[src/rtl/alu_uart_pkg.sv]
// Shared definitions for the UART ALU command protocol: command codes,
// frame length and host sequencer state encoding.
package alu_uart_pkg;

    localparam logic [7:0] CMD_A  = 8'h01;
    localparam logic [7:0] CMD_B  = 8'h02;
    localparam logic [7:0] CMD_OP = 8'h03;
    localparam logic [7:0] CMD_R  = 8'h04;

    // CMD_A, A, CMD_B, B, CMD_OP, OP, CMD_R
    localparam int FRAME_LEN = 7;

    typedef enum logic [1:0] {
        IDLE      = 2'd0,
        SEND      = 2'd1,
        WAIT_DONE = 2'd2,
        WAIT_RES  = 2'd3
    } state_t;

endpackage

[src/rtl/alu_uart_host_seq_if.sv]
// Bundle between the control master, the host sequencer and the UART pair.
// Handshakes: o_tx_start is a one-cycle request per byte, o_tx_data is held
// until the transmitter answers with a one-cycle i_tx_done; i_rx_valid,
// o_result_valid and o_timeout are single-cycle strobes with no back-pressure.
interface alu_uart_host_seq_if
    import alu_uart_pkg::*;
#(
    parameter int N = 8
);
    logic         i_start;
    logic [N-1:0] i_A;
    logic [N-1:0] i_B;
    logic [N-1:0] i_op;
    logic [N-1:0] o_tx_data;
    logic         o_tx_start;
    logic         i_tx_done;
    logic [N-1:0] i_data_rx;
    logic         i_rx_valid;
    logic [N-1:0] o_result;
    logic         o_result_valid;
    logic         o_timeout;
    logic         o_busy;

    // Sequencer side
    modport slave (
        input  i_start, i_A, i_B, i_op, i_tx_done, i_data_rx, i_rx_valid,
        output o_tx_data, o_tx_start, o_result, o_result_valid, o_timeout, o_busy
    );

    // Control master / UART model side
    modport master (
        output i_start, i_A, i_B, i_op, i_tx_done, i_data_rx, i_rx_valid,
        input  o_tx_data, o_tx_start, o_result, o_result_valid, o_timeout, o_busy
    );
endinterface

[src/rtl/alu_uart_host_seq_timeout_counter.sv]
// Result-wait watchdog: counts enabled cycles from a clear and flags the
// cycle in which the count reaches TIMEOUT_CYC-1.
module timeout_counter #(
    parameter int TIMEOUT_CYC = 100000
) (
    input  logic clk,
    input  logic rst,
    input  logic i_clear,
    input  logic i_enable,
    output logic o_expired
);
    localparam int W = $clog2(TIMEOUT_CYC);
    localparam logic [W-1:0] LAST = W'(TIMEOUT_CYC - 1);

    logic [W-1:0] r_cnt;

    assign o_expired = i_enable && (r_cnt == LAST);

    // Count while enabled; saturate at LAST so the counter never wraps.
    always_ff @(posedge clk or posedge rst) begin
        if (rst) begin
            r_cnt <= '0;
        end else if (i_clear) begin
            r_cnt <= '0;
        end else if (i_enable && !o_expired) begin
            r_cnt <= r_cnt + 1'b1;
        end
    end
endmodule

[src/rtl/alu_uart_host_seq.sv]
// Host-side initiator: sends CMD_A,A,CMD_B,B,CMD_OP,OP,CMD_R over a UART
// transmitter on one start request, then waits for the one-byte result.
// All outputs are registered from the next-state values, so o_tx_start is
// high exactly during the SEND cycle and o_busy tracks state != IDLE.
module alu_uart_host_seq
    import alu_uart_pkg::*;
#(
    parameter int N           = 8,
    parameter int TIMEOUT_CYC = 100000
) (
    input  logic               clk,
    input  logic               rst,
    alu_uart_host_seq_if.slave bus,
    output state_t             o_dbg_state
);
    localparam logic [2:0] LAST_IDX = 3'(FRAME_LEN - 1);

    state_t       r_state, w_state_nxt;
    logic [2:0]   r_idx, w_idx_nxt;
    logic [N-1:0] r_a, w_a_nxt;
    logic [N-1:0] r_b, w_b_nxt;
    logic [N-1:0] r_op, w_op_nxt;
    logic [N-1:0] r_tx_data, w_tx_data_nxt;
    logic         r_tx_start, w_tx_start_nxt;
    logic [N-1:0] r_result, w_result_nxt;
    logic         r_result_valid, w_result_valid_nxt;
    logic         r_timeout, w_timeout_nxt;
    logic         r_busy, w_busy_nxt;
    logic         w_clear;
    logic         w_enable;
    logic         w_expired;

    function automatic logic [N-1:0] frame_byte(input logic [2:0] idx,
                                                input logic [N-1:0] a,
                                                input logic [N-1:0] b,
                                                input logic [N-1:0] op);
        case (idx)
            3'd0:    return N'(CMD_A);
            3'd1:    return a;
            3'd2:    return N'(CMD_B);
            3'd3:    return b;
            3'd4:    return N'(CMD_OP);
            3'd5:    return op;
            default: return N'(CMD_R);
        endcase
    endfunction

    assign w_enable = (r_state == WAIT_RES);

    timeout_counter #(
        .TIMEOUT_CYC(TIMEOUT_CYC)
    ) u_timeout (
        .clk      (clk),
        .rst      (rst),
        .i_clear  (w_clear),
        .i_enable (w_enable),
        .o_expired(w_expired)
    );

    // Next-state and next-output logic.
    always_comb begin
        w_state_nxt        = r_state;
        w_idx_nxt          = r_idx;
        w_a_nxt            = r_a;
        w_b_nxt            = r_b;
        w_op_nxt           = r_op;
        w_tx_data_nxt      = r_tx_data;
        w_tx_start_nxt     = 1'b0;
        w_result_nxt       = r_result;
        w_result_valid_nxt = 1'b0;
        w_timeout_nxt      = 1'b0;
        w_clear            = 1'b0;

        case (r_state)
            IDLE: begin
                if (bus.i_start) begin
                    w_a_nxt     = bus.i_A;
                    w_b_nxt     = bus.i_B;
                    w_op_nxt    = bus.i_op;
                    w_idx_nxt   = 3'd0;
                    w_state_nxt = SEND;
                end
            end
            SEND: begin
                w_state_nxt = WAIT_DONE;
            end
            WAIT_DONE: begin
                if (bus.i_tx_done) begin
                    if (r_idx == LAST_IDX) begin
                        w_clear     = 1'b1;
                        w_state_nxt = WAIT_RES;
                    end else begin
                        w_idx_nxt   = r_idx + 3'd1;
                        w_state_nxt = SEND;
                    end
                end
            end
            WAIT_RES: begin
                // A result arriving on the expiry cycle takes priority.
                if (bus.i_rx_valid) begin
                    w_result_nxt       = bus.i_data_rx;
                    w_result_valid_nxt = 1'b1;
                    w_state_nxt        = IDLE;
                end else if (w_expired) begin
                    w_timeout_nxt = 1'b1;
                    w_state_nxt   = IDLE;
                end
            end
            default: begin
                w_state_nxt = IDLE;
            end
        endcase

        if (w_state_nxt == SEND) begin
            w_tx_start_nxt = 1'b1;
            w_tx_data_nxt  = frame_byte(w_idx_nxt, w_a_nxt, w_b_nxt, w_op_nxt);
        end

        w_busy_nxt = (w_state_nxt != IDLE);
    end

    // State, latched operands and registered outputs.
    always_ff @(posedge clk or posedge rst) begin
        if (rst) begin
            r_state        <= IDLE;
            r_idx          <= 3'd0;
            r_a            <= '0;
            r_b            <= '0;
            r_op           <= '0;
            r_tx_data      <= '0;
            r_tx_start     <= 1'b0;
            r_result       <= '0;
            r_result_valid <= 1'b0;
            r_timeout      <= 1'b0;
            r_busy         <= 1'b0;
        end else begin
            r_state        <= w_state_nxt;
            r_idx          <= w_idx_nxt;
            r_a            <= w_a_nxt;
            r_b            <= w_b_nxt;
            r_op           <= w_op_nxt;
            r_tx_data      <= w_tx_data_nxt;
            r_tx_start     <= w_tx_start_nxt;
            r_result       <= w_result_nxt;
            r_result_valid <= w_result_valid_nxt;
            r_timeout      <= w_timeout_nxt;
            r_busy         <= w_busy_nxt;
        end
    end

    assign bus.o_tx_data      = r_tx_data;
    assign bus.o_tx_start     = r_tx_start;
    assign bus.o_result       = r_result;
    assign bus.o_result_valid = r_result_valid;
    assign bus.o_timeout      = r_timeout;
    assign bus.o_busy         = r_busy;
    assign o_dbg_state        = r_state;
endmodule

[src/flat_wrapper.sv]
// flat-port wrapper written by rule: the top's interface ports become plain ports
module alu_uart_host_seq_flat import alu_uart_pkg::*;
#(
    parameter int N           = 8,
    parameter int TIMEOUT_CYC = 100000
)
  (clk, rst, o_dbg_state, bus_i_start, bus_i_A, bus_i_B, bus_i_op, bus_i_tx_done, bus_i_data_rx, bus_i_rx_valid, bus_o_tx_data, bus_o_tx_start, bus_o_result, bus_o_result_valid, bus_o_timeout, bus_o_busy);
  alu_uart_host_seq_if #(.N(N)) bus_i ();
  input  logic clk;
  input  logic rst;
  output state_t o_dbg_state;
  input wire logic [$bits(bus_i.i_start)-1:0] bus_i_start;
  input wire logic [$bits(bus_i.i_A)-1:0] bus_i_A;
  input wire logic [$bits(bus_i.i_B)-1:0] bus_i_B;
  input wire logic [$bits(bus_i.i_op)-1:0] bus_i_op;
  input wire logic [$bits(bus_i.i_tx_done)-1:0] bus_i_tx_done;
  input wire logic [$bits(bus_i.i_data_rx)-1:0] bus_i_data_rx;
  input wire logic [$bits(bus_i.i_rx_valid)-1:0] bus_i_rx_valid;
  output wire logic [$bits(bus_i.o_tx_data)-1:0] bus_o_tx_data;
  output wire logic [$bits(bus_i.o_tx_start)-1:0] bus_o_tx_start;
  output wire logic [$bits(bus_i.o_result)-1:0] bus_o_result;
  output wire logic [$bits(bus_i.o_result_valid)-1:0] bus_o_result_valid;
  output wire logic [$bits(bus_i.o_timeout)-1:0] bus_o_timeout;
  output wire logic [$bits(bus_i.o_busy)-1:0] bus_o_busy;
  assign bus_i.i_start = bus_i_start;
  assign bus_i.i_A = bus_i_A;
  assign bus_i.i_B = bus_i_B;
  assign bus_i.i_op = bus_i_op;
  assign bus_i.i_tx_done = bus_i_tx_done;
  assign bus_i.i_data_rx = bus_i_data_rx;
  assign bus_i.i_rx_valid = bus_i_rx_valid;
  assign bus_o_tx_data = bus_i.o_tx_data;
  assign bus_o_tx_start = bus_i.o_tx_start;
  assign bus_o_result = bus_i.o_result;
  assign bus_o_result_valid = bus_i.o_result_valid;
  assign bus_o_timeout = bus_i.o_timeout;
  assign bus_o_busy = bus_i.o_busy;
  alu_uart_host_seq #(.N(N), .TIMEOUT_CYC(TIMEOUT_CYC)) u_core (.clk(clk), .rst(rst), .bus(bus_i), .o_dbg_state(o_dbg_state));
endmodule
[config.mk]
export PLATFORM = sky130hd
export DESIGN_NAME = alu_uart_host_seq_flat
export DESIGN_NICKNAME = d
export VERILOG_FILES = /design/src/rtl/alu_uart_pkg.sv /design/src/rtl/alu_uart_host_seq_if.sv /design/src/rtl/alu_uart_host_seq_timeout_counter.sv /design/src/rtl/alu_uart_host_seq.sv /design/src/flat_wrapper.sv
export SDC_FILE = /design/constraint.sdc
export NUM_CORES = 1
export LEC_CHECK = 0
export ABC_AREA = 1
export CORE_MARGIN = 2
export CORE_UTILIZATION = 52
export DETAILED_ROUTE_END_ITERATION = 12
export HOLD_SLACK_MARGIN = 0.03
export MAX_ROUTING_LAYER = met4
export PLACE_DENSITY_LB_ADDON = 0.2
export SLEW_MARGIN = 20
export SYNTH_ARGS = -nofsm -noshare
export SYNTH_HDL_FRONTEND = slang
export SYNTH_SLANG_ARGS = --single-unit
[constraint.sdc]
create_clock -name clk -period 3 [get_ports clk]
set_input_delay 0.75 -clock clk [delete_from_list [all_inputs] [get_ports clk]]
set_output_delay 0.75 -clock clk [all_outputs]
set_load 0.01 [all_outputs]
==> results of run 1 <==
==> final timing paths <==
| kind | cells after the start | endpoint | slack, ns |
|---|---|---|---|
| worst min register to register | 2 | u_core.bus.o_result[7] | 0.47 |
| max in group asynchronous | 3 | u_core.r_b[4] | 1.57 |
| worst max-delay path | 1 | o_dbg_state[0] | 0.70 |
| min in group asynchronous | 2 | u_core.bus.o_result[1] | 0.81 |
| worst max register to register | 12 | u_core.bus.o_tx_data[7] | 0.87 |
| worst min-delay path | 2 | u_core.bus.o_result[7] | 0.47 |
==> registers in the layout, indices dropped and copies added, names as in the netlist <==
name / count
u_core.bus.o_result: 8
u_core.r_idx: 3
u_core.r_b: 8
u_core.bus.o_timeout: 1
u_core.u_timeout.r_cnt: 17
u_core.bus.o_result_valid: 1
u_core.o_dbg_state: 2
u_core.bus.o_busy: 1
u_core.bus.o_tx_start: 1
u_core.r_a: 8
u_core.r_op: 8
u_core.bus.o_tx_data: 8
==> cells by family after synthesis <==
logic type | Yosys count
buf+inv | 40
compound gates | 19
fa+ha+maj | 3
xor+xnor | 15
flops | 66
mux | 5
simple gates | 242
==> per-stage QoR <==
step / util (%) / hold WS (ns) / power, W / std cells / setup WS (ns)
3_3_place_gp: 65.4 / 0.453 / 0.00289 / 515 / 0.509
5_1_grt: 68.9 / 0.489 / 0.00397 / 531 / 0.529
3_5_place_dp: 65.4 / 0.458 / 0.00294 / 515 / 0.365
2_1_floorplan: - / 0.438 / 0.00241 / 390 / 0.595
4_1_cts: 68.9 / 0.476 / 0.00372 / 531 / 0.681
6_report: 68.9 / 0.473 / 0.00370 / 531 / 0.702
==> power groups by stage <==
stage               clock network (W)  registers [W]  logic [W]
finish                       0.000770        0.00141    0.00152
floorplan                           0        0.00143   0.000974
detailed placement                  0        0.00142    0.00152
CTS                          0.000782        0.00141    0.00153
global route                 0.000817        0.00145    0.00170
global placement                    0        0.00141    0.00148
==> layout make-up <==
| class | count | area, µm² |
|---|---|---|
| fillers | 501 | 1880 |
| flip-flops and latches | 66 | 1650 |
| clock inverters | 4 | 50.0 |
| multi-input cells | 284 | 1470 |
| well taps | 75 | 93.8 |
| clock buffers | 12 | 155 |
| inverters | 29 | 109 |
| repair buffers | 61 | 616 |
==> synth_stat cells (all sizes together) <==
master,instances
nand4,8
clkinv,1
nand3b,3
o21ai,13
a21oi,2
nor2,21
inv,28
ha,3
clkbuf,2
buf,9
nand2,125
nand3,76
or2,1
nor3,8
o211ai,4
dfrtp,66
mux2,5
xor2,15
==> per-layer routing <==
layer  routed length, µm  up-vias  global-route usage, %
met5                   0        -                      -
met4                 148        0                   9.82
met3                 279       15                   4.45
met2                3800       75                   39.7
met1                3210     1341                   27.5
li1                    -     1400                      -
==> qor.txt, run 1 <==
# clock sinks: 66
R2R Path Start: u_core.o_dbg_state[0]
max-cap violation count: 0
critical path's top delay family: buffers and inverters
post-synthesis adder-cell area fraction: 1.14%
Worst-Margin Slew: 0.654 ns
cells resized by post-CTS repair: 0
Clk pin slew, worst setup/hold paths: 0.07 ns
crit path kind: reg2out
total core area: 6030 µm²
syn avg cell area: 8.42 µm²
CP startpoint: u_core.o_dbg_state[0]
Mapped Cells: 390
hpwl dp: 5330 µm
Worst Min Path Start: u_core.bus.o_result[7]
peak fanout along the critical path: 7
Period minus WS final: 2.30 ns
FF+latch count, synth: 66
routed wire length: 7440 µm
Post-DRT Antenna Nets: 0
CP Capture Type: output port
Synth warnings: 0
Total Negative Setup Slacks: 0 ns
Initial Util: 54.5%
global-route wire length before repair: 12700 µm
H-Tree Depth: 3
Post-route DRC: 0
status: finished clean
sequential power share: 38.0%
Final Cell Area: 4150 µm²
Max clock buf depth: 2
Clock power frac: 20.8%
XOR/XNOR share of the synthesized area: 4.00%
Cell Area, Synth: 3290 µm²
Pint: 0.00225 W
postcts setup bufs: 0
relative slew slack: 56.3%
WL/cell: 14.0 µm
TritonRoute pass-1 iters: 4
TritonCTS clock tree: yes
Iteration-0 DRC Markers: 140
max incr delay on CP: 0.63 ns
leading cell type in the layout, fill and taps excluded: nand2_1
post-synth cell types: 29
Net Count, Synth: 430
die span in x: 83.5 µm
Switching Fraction: 39.3%
CTS Buf Count: 9
GRT overflow: 0
largest family of logic cells by synthesized area: simple AND/OR/NAND/NOR gates
Power Density: 892 nW/µm²
vias: 2831
largest net degree at the start of global routing: 38
share of cells above drive strength 1: 9.65%
largest area contributor in the netlist: dfrtp_1
full die area: 6970 µm²
Psw: 0.00145 W
area grow syn2layout: 26.3%
final net count: 491
cts hold-fix bufs: 0
clk_lat worst skew: 0.35 ns
RSZ-0062 raised after global routing: no
crit-path cells: clkdlybuf4s50_1
Synth area leaders: dfrtp_1 50%, nand2_1 13%, nand3_1 11%
leak pwr: 1.97 nW
worst path buffer plus inverter count: 1
post-synth top area share: 50.3%
VDD IR-drop max: 0.476 mV
Worst Clk Skew: 0.00490 ns
final period utilization: 76.6%
# IOs: 59
gr usage total: 23.4%
IO Port Bufs: 58
Arr. time, crit path: 1.55 ns
Final Wtd Congestion: 0.928
Critical Path RT: 2.25 ns
initial antenna violation count: 0
post-synthesis mux area share: 1.71%
die span in y: 83.5 µm
worst min-delay path class: reg2reg
most frequent cells in the layout: 117 x nand2_1, 74 x nand3_1, 66 x dfrtp_1
DP Area: 3940 µm²
slowest CP cell: clkdlybuf4s50_1
startpoint class of the critical path: register
site row count: 28
max-slew violation count: 0
Max Fclk: 435 MHz
via/cell ratio: 5.33
Post-Synth Simple-Gate Area: 34.8%
Comb pwr share: 41.2%
Root Buffer: clkbuf_8
Synth Area in Compound Gates: 3.20%
Antenna Cells: 0
post-synthesis sequential area ratio: 50.3%
setup violators final: 0
vias in the first global route: 2807
endpoints failing hold: 0
(Power assumes the default switching activity.)
==> run 2: changes to the inputs <==
CORE_UTILIZATION = 47   (was 52)
clock period = 2.05 ns   (was 3 ns; I/O delays follow)
==> run 2 against run 1 <==
  * Flip-flop and latch count is the same
  * Utilization decreased by 5.0 points
  * Sequential power is 45% higher
  * Total power increased by 52%
  * Combinational power increased by 62%
  * Global-route usage down 2.4 points
  * Hold slack better by 0.0056 ns
  * Die area increased by 10%
  * Final cell count up 7.0%
  * Critical path type unchanged
  * Critical endpoint unchanged
  * Largest cell class unchanged
==> qor.txt, run 2 (synthesized netlist as in run 1, its figures left out) <==
cells resized by post-CTS repair: 1 (+1)
clk_lat worst skew: 0.35 ns (about the same)
final net count: 507 (+3.3%)
Post-route DRC: 0 (unchanged)
leading cell type in the layout, fill and taps excluded: nand2_1
routed wire length: 7320 µm (-1.7%)
Root Buffer: clkbuf_8
max incr delay on CP: 0.59 ns (-0.04 ns)
max reg flops: 17 (unchanged)
initial antenna violation count: 0 (unchanged)
global-route wire length before repair: 12200 µm (-4.0%)
CTS Buf Count: 9 (unchanged)
endpoints failing hold: 0 (unchanged)
Worst-Margin Slew: 0.365 ns (-0.289 ns)
Iteration-0 DRC Markers: 143 (+2.1%)
setup slack after layout: 0.123 ns (-0.579 ns)
crit path kind: reg2out
final period utilization: 94.0%
peak fanout along the critical path: 7 (unchanged)
# IOs: 59 (unchanged)
Max clock buf depth: 2 (unchanged)
status: finished clean
H-Tree Depth: 3 (unchanged)
IO Port Bufs: 58 (unchanged)
postcts setup bufs: 0 (unchanged)
post-placement setup slack: -0.140 ns (-0.505 ns)
GRT overflow: 0 (unchanged)
area grow syn2layout: 31.9%
site row count: 30 (+7.1%)
die span in x: 87.6 µm (+4.9%)
Largest Register: u_core.u_timeout.r_cnt
WL/cell: 12.9 µm (-8.1%)
slowest CP cell: clkdlybuf4s50_1
Arr. time, crit path: 1.41 ns (-0.14 ns)
hpwl dp: 5300 µm (-0.50%)
max-cap violation count: 0 (unchanged)
Final Wtd Congestion: 0.879 (-5.2%)
Initial Util: 48.4% (-6.2 points)
vias: 2836 (+0.18%)
Period minus WS final: 1.93 ns
cts hold-fix bufs: 0 (unchanged)
Clk pin slew, worst setup/hold paths: 0.08 ns (about the same)
startpoint class of the critical path: register
most frequent cells in the layout: 117 x nand2_1, 74 x nand3_1, 65 x dfrtp_1
CP Capture Type: output port
relative slew slack: 75.5% (+19 points)
TritonRoute pass-1 iters: 4 (unchanged)
Worst Clk Skew: 0.0109 ns (+0.00600 ns)
TritonCTS clock tree: yes
full die area: 7680 µm² (+10%)
largest net degree at the start of global routing: 67 (+76%)
# clock sinks: 66 (unchanged)
RSZ-0062 raised after global routing: no
share of cells above drive strength 1: 13.1% (+3.5 points)
worst path buffer plus inverter count: 1 (unchanged)
via/cell ratio: 4.99 (-6.3%)
max-slew violation count: 0 (unchanged)
total power: 0.00564 W (+52%)
Power Density: 1300 nW/µm² (+46%)
gr usage total: 21.1% (-2.4 points)
Critical Path RT: 1.54 ns (-0.71 ns)
Max Fclk: 519 MHz
vias in the first global route: 2710 (-3.5%)
critical path's top delay family: buffers and inverters
VDD IR-drop max: 0.703 mV (+48%)
total core area: 6790 µm² (+13%)
Post-DRT Antenna Nets: 0 (unchanged)
crit-path cells: clkdlybuf4s50_1
worst min-delay path class: reg2reg
leak pwr: 2.06 nW (+4.5%)
die span in y: 87.6 µm (+4.9%)
Antenna Cells: 0 (unchanged)
Fillers: 599 (+20%)
setup violators final: 0 (unchanged)
[run 2: worst paths after layout]
path,depth (start not counted),slack (ns),startpoint,to
max,1,0.12,u_core.o_dbg_state[0],o_dbg_state[0]
min in group asynchronous,3,0.58,rst,u_core.r_idx[1]
max reg2reg,7,0.25,u_core.u_timeout.r_cnt[1],u_core.bus.o_busy
min,2,0.48,u_core.bus.o_result[1],u_core.bus.o_result[1]
min reg2reg,2,0.48,u_core.bus.o_result[1],u_core.bus.o_result[1]
max in group asynchronous,3,1.15,rst,u_core.o_dbg_state[0]
[run 2: area by class of cell]
class | count | area (µm²) | share of cell area, %
clock buffers | 10 | 138 | 3.17
clock inverters | 6 | 65.1 | 1.50
repair buffers | 77 | 773 | 17.8
well taps | 96 | 120 | 2.77
inverters | 29 | 113 | 2.60
flip-flops and latches | 66 | 1650 | 38.1
multi-input cells | 284 | 1470 | 34.0
[run 2: layer usage]
layer / up-vias / track usage, % / part of all wire [%] / wire, µm
met5: - / - / 0 / 0
met4: 0 / 10.1 / 2.5 / 185
met3: 15 / 3.20 / 4.4 / 321
met2: 76 / 34.5 / 49 / 3580
met1: 1312 / 25.5 / 44 / 3230
li1: 1433 / - / - / -
[run 2: where the power goes]
group / switching (W) / total (W) / internal (W)
Sequential: 0.000273 / 0.00205 / 0.00178
Clock: 0.000519 / 0.00111 / 0.000596
Combinational: 0.00138 / 0.00247 / 0.00109
[run 2: stage by stage]
step	TNS (ns)	utilization, %	instances	area, µm²	hold WS, ns
final	0	63.8	568	4340	0.479
after floorplan	0	-	390	3290	0.438
after global routing	0	63.8	568	4340	0.501
after detailed placement	-0.891	60.8	552	4130	0.458
after CTS	0	63.8	568	4340	0.479
after global placement	-0.493	60.8	552	4130	0.452
==> run 3: changes to the inputs <==
CORE_UTILIZATION = 45   (was 47)
==> run 3 against run 2 <==
  * Register-to-register slack got worse by 0.05 ns
  * Hold slack got worse by 0.0054 ns
  * Utilization fell by 2.9 points
  * Global-route usage fell by 0.53 points
  * First-iteration DRC count fell by 40%
  * Non-clock buffer count rose by 2
  * Largest cell class unchanged
==> qor.txt, run 3 (synthesized netlist as in run 1, its figures left out) <==
final period utilization: 94.3% (+0.27 points)
CTS Buf Count: 9 (unchanged)
Final Wtd Congestion: 0.871 (-0.99%)
Worst Min Path Start: u_core.bus.o_result[7]
CP Capture Type: output port
vias in the first global route: 2719 (+0.33%)
relative slew slack: 67.1% (-8.4 points)
GRT overflow: 0 (unchanged)
hpwl dp: 5370 µm (+1.2%)
global-route wire length before repair: 12200 µm (+0.11%)
TritonRoute pass-1 iters: 4 (unchanged)
Root Buffer: clkbuf_8
reg-to-reg slack, setup: 0.20 ns (-0.05 ns)
multi-input gate area in the final layout: 1470 µm² (unchanged)
postcts setup bufs: 0 (unchanged)
Post-route DRC: 0 (unchanged)
RSZ-0062 raised after global routing: no
Power Density: 1310 nW/µm² (+0.98%)
die span in y: 89.5 µm (+2.1%)
Arr. time, crit path: 1.42 ns (about the same)
status: finished clean
Clk pin slew, worst setup/hold paths: 0.07 ns (about the same)
max reg flops: 17 (unchanged)
crit path kind: reg2out
IO Port Bufs: 58 (unchanged)
peak fanout along the critical path: 6 (-1)
total core area: 7180 µm² (+5.6%)
leak pwr: 2.08 nW (+0.89%)
worst r2r path cells: 12 (+5)
clk_lat worst skew: 0.33 ns (-0.02 ns)
Total Negative Setup Slacks: 0 ns (unchanged)
Post-Place Cells: 557 (+0.91%)
area grow syn2layout: 32.9%
critical path's top delay family: buffers and inverters
worst min-delay path class: reg2reg
slowest CP cell: clkdlybuf4s50_1
leading cell type in the layout, fill and taps excluded: nand2_1
endpoints failing hold: 0 (unchanged)
Post-DRT Antenna Nets: 0 (unchanged)
max-slew violation count: 0 (unchanged)
hold path endpoint: u_core.bus.o_result[7]
site row count: 31 (+3.3%)
via/cell ratio: 4.97 (-0.52%)
Initial Util: 45.8% (-2.6 points)
R2R Path Start: u_core.r_idx[0]
# clock sinks: 66 (unchanged)
DP Area: 4150 µm² (+0.45%)
worst path buffer plus inverter count: 1 (unchanged)
Max Fclk: 517 MHz (-0.29%)
# IOs: 59 (unchanged)
startpoint class of the critical path: register
VDD IR-drop max: 0.696 mV (-0.92%)
largest net degree at the start of global routing: 56 (-16%)
Largest Register: u_core.u_timeout.r_cnt
full die area: 8000 µm² (+4.2%)
Critical Path RT: 1.54 ns (about the same)
vias: 2841 (+0.18%)
reg2reg end: u_core.bus.o_tx_data[2]
Worst Clk Skew: 0.00683 ns (-0.00407 ns)
Fillers: 656 (+9.5%)
register area: 1650 µm² (unchanged)
CP startpoint: u_core.o_dbg_state[1]
Worst-Margin Slew: 0.490 ns (+0.124 ns)
max-cap violation count: 0 (unchanged)
WL/cell: 12.9 µm (+0.33%)
final net count: 509 (+0.39%)
Max clock buf depth: 2 (unchanged)
max incr delay on CP: 0.60 ns (about the same)
Iteration-0 DRC Markers: 86 (-40%)
total power: 0.00573 W (+1.7%)
share of cells above drive strength 1: 13.3% (+0.18 points)
Period minus WS final: 1.93 ns (+0.00552 ns)
TritonCTS clock tree: yes
hold path depth: 2 (unchanged)
most frequent cells in the layout: 117 x nand2_1, 74 x nand3_1, 65 x dfrtp_1
Layout Cells excl Fill: 572 (+0.70%)
H-Tree Depth: 3 (unchanged)
routed wire length: 7390 µm (+1.0%)
Final Cell Area: 4370 µm² (+0.75%)
gr usage total: 20.5% (-0.53 points)
initial antenna violation count: 0 (unchanged)
crit-path cells: clkdlybuf4s50_1
die span in x: 89.5 µm (+2.1%)
setup violators final: 0 (unchanged)
Antenna Cells: 0 (unchanged)
==> run 3: cell count changes in the layout (fill, tap and decap cells not counted), sizes merged <==
cell      change
buf           +2
clkinvlp      -1
inv           -1
bufinv        +1
==> run 3: cell type report <==
class | instances | area share, %
Sequential cell | 66 | 37.8
Multi-Input combinational cell | 284 | 33.7
Timing Repair Buffer | 79 | 18.0
Clock buffer | 10 | 3.15
Tap cell | 99 | 2.84
Inverter | 29 | 2.58
Clock inverter | 5 | 1.80
==> run 3: worst max-delay path by stage <==
stage,to,depth (start not counted)
2_1_floorplan,u_core.u_timeout.r_cnt[2],9
3_3_place_gp,u_core.bus.o_tx_data[6],10
3_5_place_dp,u_core.bus.o_tx_data[2],10
4_1_cts,o_dbg_state[0],1
5_1_grt,u_core.bus.o_tx_data[2],12
6_report,o_dbg_state[1],1
==> run 3: per-stage QoR <==
stage | setup slack (ns) | util [%] | hold slack (ns)
final | 0.117 | 60.9 | 0.473
after global routing | 0.0373 | 60.9 | 0.483
after CTS | 0.0935 | 60.9 | 0.474
after detailed placement | -0.107 | 57.8 | 0.458
after global placement | -0.0551 | 57.8 | 0.453
after floorplan | 0.391 | - | 0.438
==> run 3: layer usage <==
metal | GRT usage, % | part of all wire [%]
met2 | 35.0 | 51
met5 | - | 0
met1 | 24.6 | 45
met4 | 4.48 | 0.95
met3 | 5.26 | 3.4
==> run 3: where the power goes <==
group          internal [W]  switching, W  leakage (nW)
Clock              0.000709      0.000488         0.112
Sequential          0.00178      0.000277         0.844
Combinational       0.00109       0.00139          1.12
==> run 3: what timing repair did <==
action,in CTS,in global routing
hold buffers,0,0
endpoints found under the setup margin,1,0
gates resized for setup,1,0
